### src/rtl/seg7_pkg.sv
// Shared constants for the seven-segment scan decoder: segment patterns
// (gfedcba, active-high), special codes and the capture FSM states.
package seg7_pkg;

  localparam logic [6:0] SEG_0 = 7'b0111111;
  localparam logic [6:0] SEG_1 = 7'b0000110;
  localparam logic [6:0] SEG_2 = 7'b1011011;
  localparam logic [6:0] SEG_3 = 7'b1001111;
  localparam logic [6:0] SEG_4 = 7'b1100110;
  localparam logic [6:0] SEG_5 = 7'b1101101;
  localparam logic [6:0] SEG_6 = 7'b1111101;
  localparam logic [6:0] SEG_7 = 7'b0000111;
  localparam logic [6:0] SEG_8 = 7'b1111111;
  localparam logic [6:0] SEG_9 = 7'b1101111;

  localparam logic [3:0] BLANK_CODE   = 4'hE;
  localparam logic [3:0] INVALID_CODE = 4'hF;

  typedef enum logic [1:0] {
    IDLE,
    SETTLE,
    HELD
  } scan_state_t;

endpackage

### src/rtl/seg7_pattern_decode.sv
// Combinational decode of an active-high gfedcba pattern into a digit code;
// all-off decodes to blank, anything unrecognised to INVALID_CODE with a flag.
module seg7_pattern_decode
  import seg7_pkg::*;
(
  input  logic [6:0] pattern,
  output logic [3:0] code,
  output logic       invalid
);

  always_comb begin
    code    = INVALID_CODE;
    invalid = 1'b1;
    case (pattern)
      SEG_0:   begin code = 4'd0;       invalid = 1'b0; end
      SEG_1:   begin code = 4'd1;       invalid = 1'b0; end
      SEG_2:   begin code = 4'd2;       invalid = 1'b0; end
      SEG_3:   begin code = 4'd3;       invalid = 1'b0; end
      SEG_4:   begin code = 4'd4;       invalid = 1'b0; end
      SEG_5:   begin code = 4'd5;       invalid = 1'b0; end
      SEG_6:   begin code = 4'd6;       invalid = 1'b0; end
      SEG_7:   begin code = 4'd7;       invalid = 1'b0; end
      SEG_8:   begin code = 4'd8;       invalid = 1'b0; end
      SEG_9:   begin code = 4'd9;       invalid = 1'b0; end
      7'b0:    begin code = BLANK_CODE; invalid = 1'b0; end
      default: begin code = INVALID_CODE; invalid = 1'b1; end
    endcase
  end

endmodule

### src/rtl/seg7_scan_decoder.sv
// Recovers per-digit values from a multiplexed 7-segment bus and reports
// value changes through a one-deep event buffer. Build option: SEG7_GLITCH_FILTER_EN.
module seg7_scan_decoder
  import seg7_pkg::*;
#(
  parameter int NUM_DIGITS    = 8,
  parameter int STABLE_CYCLES = 4,
  parameter int ACTIVE_LOW    = 1,
  localparam int IDX_W        = (NUM_DIGITS > 1) ? $clog2(NUM_DIGITS) : 1
) (
  input  logic                    clk,
  input  logic                    reset_n,
  input  logic [6:0]              seg_in,
  input  logic [NUM_DIGITS-1:0]   an_in,
  output logic [4*NUM_DIGITS-1:0] digit_val,
  output logic [NUM_DIGITS-1:0]   digit_invalid,
  output logic                    upd_valid,
  input  logic                    upd_ready,
  output logic [IDX_W-1:0]        upd_idx,
  output logic [3:0]              upd_digit,
  output logic                    overflow
);

  localparam logic [6:0] SEG_OFF = (ACTIVE_LOW != 0) ? 7'h7F : 7'h00;
  localparam logic [NUM_DIGITS-1:0] AN_OFF =
    (ACTIVE_LOW != 0) ? {NUM_DIGITS{1'b1}} : {NUM_DIGITS{1'b0}};

`ifdef SEG7_GLITCH_FILTER_EN
  localparam logic [7:0] THRESH = 8'(STABLE_CYCLES);
`else
  // Unfiltered: every synchronised one-hot cycle is accepted at once.
  localparam logic [7:0] THRESH = (STABLE_CYCLES >= 1) ? 8'd1 : 8'd1;
`endif

  logic [6:0]            seg_s1, seg_s2, seg_n, last_seg;
  logic [NUM_DIGITS-1:0] an_s1, an_s2, an_n, last_an;
  logic [IDX_W-1:0]      an_idx;
  logic                  one_hot, changed;
  scan_state_t           state, state_next;
  logic [7:0]            cnt, cnt_next;
  logic                  capture;
  logic [3:0]            dec_code;
  logic                  dec_invalid;
  logic                  is_change, drain;

  always_ff @(posedge clk) begin
    if (!reset_n) begin
      seg_s1   <= SEG_OFF;
      seg_s2   <= SEG_OFF;
      an_s1    <= AN_OFF;
      an_s2    <= AN_OFF;
      last_seg <= '0;
      last_an  <= '0;
    end else begin
      seg_s1   <= seg_in;
      seg_s2   <= seg_s1;
      an_s1    <= an_in;
      an_s2    <= an_s1;
      last_seg <= seg_n;
      last_an  <= an_n;
    end
  end

  // XOR against the idle level turns either polarity into active-high.
  assign seg_n   = seg_s2 ^ SEG_OFF;
  assign an_n    = an_s2 ^ AN_OFF;
  assign one_hot = ($countones(an_n) == 1);
  assign changed = (an_n != last_an) || (seg_n != last_seg);

  always_comb begin
    an_idx = '0;
    for (int i = 0; i < NUM_DIGITS; i++) begin
      if (an_n[i]) an_idx = IDX_W'(i);
    end
  end

  always_ff @(posedge clk) begin
    if (!reset_n) begin
      state <= IDLE;
      cnt   <= '0;
    end else begin
      state <= state_next;
      cnt   <= cnt_next;
    end
  end

  // A fresh or altered one-hot pattern restarts the count at 1; HELD only
  // leaves on a change, so a steady pattern is captured once per phase.
  always_comb begin
    state_next = state;
    cnt_next   = cnt;
    capture    = 1'b0;
    if (!one_hot) begin
      state_next = IDLE;
      cnt_next   = '0;
    end else if (state == IDLE || changed) begin
      cnt_next = 8'd1;
      if (THRESH == 8'd1) begin
        state_next = HELD;
        capture    = 1'b1;
      end else begin
        state_next = SETTLE;
      end
    end else if (state == SETTLE) begin
      cnt_next = cnt + 8'd1;
      if (cnt_next == THRESH) begin
        state_next = HELD;
        capture    = 1'b1;
      end
    end
  end

  seg7_pattern_decode u_decode (
    .pattern (seg_n),
    .code    (dec_code),
    .invalid (dec_invalid)
  );

  assign is_change = capture &&
                     ((dec_code != digit_val[4*int'(an_idx) +: 4]) ||
                      (dec_invalid != digit_invalid[an_idx]));
  assign drain     = upd_valid && upd_ready;

  // A draining buffer frees its slot in the same cycle, so only a full,
  // non-draining buffer drops the new event.
  always_ff @(posedge clk) begin
    if (!reset_n) begin
      digit_val     <= {NUM_DIGITS{BLANK_CODE}};
      digit_invalid <= '0;
      upd_valid     <= 1'b0;
      upd_idx       <= '0;
      upd_digit     <= '0;
      overflow      <= 1'b0;
    end else begin
      if (capture) begin
        digit_val[4*int'(an_idx) +: 4] <= dec_code;
        digit_invalid[an_idx]          <= dec_invalid;
      end
      if (is_change && (!upd_valid || drain)) begin
        upd_valid <= 1'b1;
        upd_idx   <= an_idx;
        upd_digit <= dec_code;
      end else if (drain) begin
        upd_valid <= 1'b0;
      end
      if (is_change && upd_valid && !upd_ready) begin
        overflow <= 1'b1;
      end
    end
  end

endmodule

### config.mk
export PLATFORM = sky130hd
export DESIGN_NAME = seg7_scan_decoder
export DESIGN_NICKNAME = d
export VERILOG_FILES = /design/src/rtl/seg7_pkg.sv /design/src/rtl/seg7_pattern_decode.sv /design/src/rtl/seg7_scan_decoder.sv
export SDC_FILE = /design/constraint.sdc
export NUM_CORES = 1
export LEC_CHECK = 0
export CORE_ASPECT_RATIO = 0.6
export CORE_MARGIN = 3
export CORE_UTILIZATION = 37
export DETAILED_ROUTE_END_ITERATION = 8
export GPL_ROUTABILITY_DRIVEN = 0
export RECOVER_POWER = 25
export SLEW_MARGIN = 20
export SYNTH_ARGS = -nofsm -noshare
export SYNTH_HDL_FRONTEND = slang
export SYNTH_SLANG_ARGS = --single-unit
export TNS_END_PERCENT = 50
### constraint.sdc
create_clock -name clk -period 4.6 [get_ports clk]
set_input_delay 0.92 -clock clk [delete_from_list [all_inputs] [get_ports clk]]
set_output_delay 0.92 -clock clk [all_outputs]
set_load 0.01 [all_outputs]
# ---- After elaboration in Yosys (flattened, before gate mapping)
# Index checks and enable logic that the tools add are counted.
dict set report classes {
  n_mux 21
  order_cmp 2
  reduce_logical 19
  n_eq_ne 16
  n_bitwise 2
  shift 3
  addsub 9
}
# operator count
set op_table {}
lappend op_table {{$eq 7x7->1 const B} 7}
lappend op_table {{$pmux 4 s11} 1}
lappend op_table {{$neg 5->33} 1}
lappend op_table {{$shift 4x33->32 const A} 1}
lappend op_table {{$shiftx 4x33->32} 1}
lappend op_table {{$bwmux 32} 1}
lappend op_table {{$shiftx 32x6->4} 1}
lappend op_table {{$mux 3} 6}
lappend op_table {{$eq 7x3->1 const B} 2}
lappend op_table {{$reduce_or 11->1} 1}
lappend op_table {{$mux 1} 9}
lappend op_table {{$add 1x1->2} 4}
lappend op_table {{$bwmux 8} 1}
lappend op_table {{$ne 8x8->1} 1}
lappend op_table {{$not 8->8} 1}
lappend op_table {{$eq 7x6->1 const B} 1}
lappend op_table {{$logic_not 7->1} 1}
lappend op_table {{$ne 7x7->1} 1}
lappend op_table {{$not 7->7} 1}
lappend op_table {{$add 2x2->3} 2}
lappend op_table {{$logic_and 1x1->1} 6}
lappend op_table {{$add 3x3->4} 1}
lappend op_table {{$eq 4x1->1 const B} 1}
lappend op_table {{$logic_or 1x1->1} 4}
lappend op_table {{13 further kinds} 16}
dict set report word_totals {
  wordCells 86
  input_bits 18
  regBits 96
  output_inout_bits 49
}

# ---- Depth between registers and ports, before layout
dict set report logic_depth {
  ltp_word 15
  mapped_depth 14
  depth_no_buf 14
}

# ---- Hierarchy
# Synthesis repeated with hierarchy kept, for this count alone.
dict set report unflattened {
  cells_unflattened 501
  hier_area_um2 4489.3
}
# mod instances cells_each area_each_um2 seq_area_each_um2
set by_module_without_submodules {}
lappend by_module_without_submodules {seg7_scan_decoder 1 458 4242.8 1901.8}
lappend by_module_without_submodules {seg7_pattern_decode 1 43 246.5 0.0}

# ---- Least setup slack after synthesis
# No wires, ideal clock.
dict set report synth_timing {
  path_type {reg2reg}
  start {reg an_s2[1]}
  end {reg digit_val[21]}
  required_ns 4.471
  path_buffers 0
  period_less_slack_ns 4.271
  t_arrival_ns 4.142
  setup_ns 0.129
  stages_incl_launch_ff 15
  setup_slack_ns 0.329
  cell_sequence {dfxtp_1 -> fa_1 -> inv_1 -> fa_1 -> fa_1 -> ha_1 -> inv_1 -> fa_1 -> a2111oi_0 -> a21oi_1 -> nor3b_2 -> inv_1 -> nor3_1 -> mux2i_1 -> nand2_1}
}
dict set report synth_between {
  elab_chain_len 11
  word_cells_on_any_way 21
  classes_between {4 x add/sub; 2 x eq/ne; 2 x shift; 10 x mux; 1 x bitwise; 2 x reduce/logical}
}
# element line_no
set synth_rtl {}
lappend synth_rtl {{start, declared} seg7_scan_decoder.sv:36} ;# logic [NUM_DIGITS-1:0] an_s1, an_s2, an_n, last_an;
lappend synth_rtl {{start signal, assigned} seg7_scan_decoder.sv:58} ;# an_s2 <= an_s1;
lappend synth_rtl {{$not 8->8 (no source line) (*)} --}
lappend synth_rtl {{$mux 1} seg7_scan_decoder.sv:73} ;# if (an_n[i]) an_idx = IDX_W'(i);
lappend synth_rtl {{$mux 3 (6 in a row)} seg7_scan_decoder.sv:73}
lappend synth_rtl {{$neg 5->33} seg7_scan_decoder.sv:136} ;# digit_val[4*int'(an_idx) +: 4] <= dec_code;
lappend synth_rtl {{$shiftx 4x33->32 or $shift 4x33->32 (tied branches)} seg7_scan_decoder.sv:136}
lappend synth_rtl {{$bwmux 32} seg7_scan_decoder.sv:136}
lappend synth_rtl {{end signal, assigned} seg7_scan_decoder.sv:128} ;# digit_val <= {NUM_DIGITS{BLANK_CODE}};
lappend synth_rtl {{end signal, assigned by index} seg7_scan_decoder.sv:136}
lappend synth_rtl {{end, declared} seg7_scan_decoder.sv:15} ;# output logic [4*NUM_DIGITS-1:0] digit_val,
# Mark *: on every way between the ends. The rest lies on a longest branch, timed or not.
# A chain may end at the register's enable or synchronous reset.

# ---- Final worst setup path
dict set report layout_timing {
  start {reg an_s2[0]}
  end {reg digit_val[6]}
}
dict set report layout_between {
  elab_chain_len 6
  word_cells_on_any_way 10
  classes_between {3 x add/sub; 2 x eq/ne; 2 x mux; 1 x bitwise; 2 x reduce/logical}
}
# element line_no
set layout_rtl {}
lappend layout_rtl {{$not 8->8 (no source line) (*)} --}
lappend layout_rtl {{$add 1x1->2 (not written as such) or $ne 8x8->1 (tied branches)} {seg7_scan_decoder.sv:67, seg7_scan_decoder.sv:68}}
lappend layout_rtl {{$add 2x2->3 (not written as such) or $logic_or 1x1->1 (tied branches)} {seg7_scan_decoder.sv:67, seg7_scan_decoder.sv:68}}
lappend layout_rtl {{$add 3x3->4 (not written as such) or $logic_or 1x1->1 (tied branches)} {seg7_scan_decoder.sv:67, seg7_scan_decoder.sv:96}}
lappend layout_rtl {{$eq 4x1->1 or $mux 1 (tied branches)} {seg7_scan_decoder.sv:67, seg7_scan_decoder.sv:96}}
lappend layout_rtl {{$mux 1 (*)} seg7_scan_decoder.sv:93} ;# if (!one_hot) begin
# Marks and branches as above.

==> run_results.csv <==
group,metric,value,unit
final_layout,layout.filler_cells,1086,
logic_synthesis,ys_warn_count,0,
clocking,cts.reportedPaths.clkPinSlew,0.06,ns
clocking,tritoncts.num_buffers,9,
route,drt-initial-drc-count,287,
final_layout,seqCellArea,0.001902,mm^2
logic_synthesis,post_synth_edffs,0,
sta,fmaxAchievable,0.2296,GHz
global_route,grt_pass1_vias,3509,
critical_path,crit_slowest_cell,"sky130_fd_sc_hd__fa_1",
clocking,clkSinkCount,95,
route,dr_total_vias,3668,
floorplanning,start_util,0.3837,
critical_path,start_kind,"flop",
floorplanning,core_area,0.01145,mm^2
route,antenna_viol_nets_final,0,
sta,skew,0.009724,ns
final_layout,finalNonFillerCells,703,
floorplanning,num_io_pins,67,
floorplanning,die_area,0.01326,mm^2
critical_path,end_kind,"flop",
critical_path,critPathMostFrequentCell,"sky130_fd_sc_hd__fa_1",
floorplanning,fp-row-count,30,
critical_path,path_buf_inv,3,
clocking,h-tree-depth,3,
clocking,clock_latency,0.35,ns
final_layout,antenna_cells,0,
final_layout,area_growth_syn_to_layout,24.52,%
clocking,cts_root_buf,"sky130_fd_sc_hd__clkbuf_16",
placed_design,numPortBuffers,66,
critical_path,data_arrival_critical_path,4.56,ns
clocking,postCtsSetupBuffers,0,
route,postRouteWirelength,11900,um
critical_path,slowest_delay,0.54,ns
logic_synthesis,sequential_element_share_of_the_synthesized_area,0.4329,
sta,unrepaired_setup_endpoints_after_global_routing,"no",
logic_synthesis,synth_area,0.004393,mm^2
global_route,first_pass_grt_wire_length,19000,um
critical_path,cell_chain_critical_path,"fa_1 > inv_1 > fa_1 > fa_1 > ha_1 > inv_1 > fa_1 > a2111oi_0 > a21oi_1 > nor3b_2 > buf_4 > nand2_1 > nor2_1 > mux2i_1 > nand2_1",
sta,max_slew_margin,0.3589,
critical_path,worst_ep_required_time,4.80,ns
route,firstDrtPassIters,5,
final_layout,multi_input_comb_area,0.002267,mm^2
clocking,cts_tree,"done",
global_route,grt_max_degree,70,
placed_design,post_dp_cell_area,0.005186,mm^2
critical_path,timing.critical_path.fanout_max,13,
hold_path,worstHoldPathType,"reg -> reg",
logic_synthesis,yosys_most_used_dff,"sky130_fd_sc_hd__dfxtp_1",
global_route,grt_overflow,0,
clocking,clock_tree.buffer_depth,2,
logic_synthesis,ys_async_sr_fraction,0,
logic_synthesis,postSynthAreaPerCell,9.114,um^2
power_and_ir_drop,power_per_cell_area,370.8,mW/mm^2
power_and_ir_drop,irDropWorstVdd,0.2085,mV
route,drc,0,
clocking,ctsHoldBuffers,0,
power_and_ir_drop,p_total,0.002029,W
global_route,total_global_routing_track_utilization,0.1819,
critical_path,setup.worst_path.class,"reg -> reg",
sta,worst_pin_slew,0.9496,ns
sta,period_minus_slack,4.356,ns
flow_run,drv_cap,0,
logic_synthesis,ys_types,68,
clocking,cts-resized-gates,0,
route,drt-vias-per-instance,5.218,
logic_synthesis,ys_ff_latch,95,
final_layout,fin_area,0.005470,mm^2
floorplanning,dieWidth,146.7,um
sta,fin_setup_tns,0,ns
floorplanning,fp.dieH,90.40,um
logic_synthesis,netlist_instances,482,
sta,maxSlewViolCount,0,
placed_design,dp.final_hpwl,8842,um
final_layout,num-nets-final,567,
final_layout,layout-drive-gt1-share,0.08103,
final_layout,mostFrequentLayoutCells,"sky130_fd_sc_hd__dfxtp_1 (95), sky130_fd_sc_hd__clkdlybuf4s50_1 (65), sky130_fd_sc_hd__nor2_1 (52)",
placed_design,dpl.cell_count,687,
final_layout,final_common_cell,"sky130_fd_sc_hd__dfxtp_1",
sta,timing.final.crit_share,0.9470,
sta,setup_viol,0,
global_route,number_of_antenna_violations_at_the_first_check_in_global_routing,0,
run_status,outcome,"completed",
route,routed_wire_length_per_instance,16.93,um
logic_synthesis,synthesis.nets,511,
sta,finalHoldViolations,0,
power_and_ir_drop,p_leak,2.194,nW
critical_path,cp_top_family,"adder cells",
==> flip-flops by register name, summed over array words and instances, names as in the netlist, 3 cells and up <==
name,flops
an_s1,8
an_s2,8
digit_invalid,8
digit_val,32
last_an,8
last_seg,7
seg_s1,7
seg_s2,7
upd_digit,4
upd_idx,3
==> report_power, final <==
group | internal, W | leakage [nW] | switching (W)
Clock | 0.000397 | 0.135 | 0.000323
Combinational | 0.000176 | 1.28 | 0.000229
Sequential | 0.000870 | 0.777 | 0.0000332
Total | 0.00144 | 2.19 | 0.000585
==> path summary, 6_finish.rpt <==
path                          endpoint  slack, ns                start  cells past startpoint
max reg2reg  digit_val[6]$_SDFFE_PN1P_       0.24  an_s2[0]$_SDFF_PN1_                     15
min reg2reg        an_s2[7]$_SDFF_PN1_       0.41  an_s1[7]$_SDFF_PN1_                      1
min                an_s2[7]$_SDFF_PN1_       0.41  an_s1[7]$_SDFF_PN1_                      1
max          digit_val[6]$_SDFFE_PN1P_       0.24  an_s2[0]$_SDFF_PN1_                     15
==> synth_stat cells, drive strengths merged, types with 4 or more instances <==
cell type	count	area (um^2)
xor2	15	131.4
nand2b	34	212.7
xnor2	4	35.03
o211ai	4	43.79
nor2	52	195.2
mux2i	41	410.4
buf	17	91.34
inv	18	67.57
nor2b	6	45.04
dfxtp	95	1902
nor4	5	37.53
or3	4	25.02
a21oi	12	71.32
ha	7	87.58
nor3b	4	35.03
o21ai	11	55.05
and2	4	27.53
nand2	51	191.4
clkbuf	16	61.30
fa	4	80.08
nor3	15	91.34
nand4	8	62.56
nand3	11	60.06
==> cell families after synthesis <==
| logic type | share of synthesized area |
|---|---|
| buf+inv | 0.05098 |
| simple gates | 0.2418 |
| flops | 0.4329 |
| compound gates | 0.1048 |
| xor+xnor | 0.03788 |
| fa+ha+maj | 0.03817 |
| mux | 0.09342 |
==> per-stage QoR <==
stage	worst slack [ns]	hold slack [ns]	utilization
after floorplan	0.3288	0.3863	-
after global placement	0.3681	0.3925	0.4530
after detailed placement	0.2365	0.3909	0.4530
after CTS	0.2181	0.4061	0.4779
after global routing	0.006709	0.4202	0.4778
final	0.2437	0.4052	0.4778
==> layer usage <==
metal	GRT usage	share of wire
met4	0.04460	0.0092
met3	0.05868	0.094
met1	0.2870	0.53
met5	0	0
met2	0.2321	0.37
==> area by class of cell <==
class	instances	share of cell area
multi-input combinational	335	0.4145
sequential	95	0.3477
timing repair buffer	78	0.1361
clock buffer	12	0.04689
tap	160	0.03660
inverter	19	0.01304
clock inverter	4	0.005261
(Power assumes the default switching activity.)
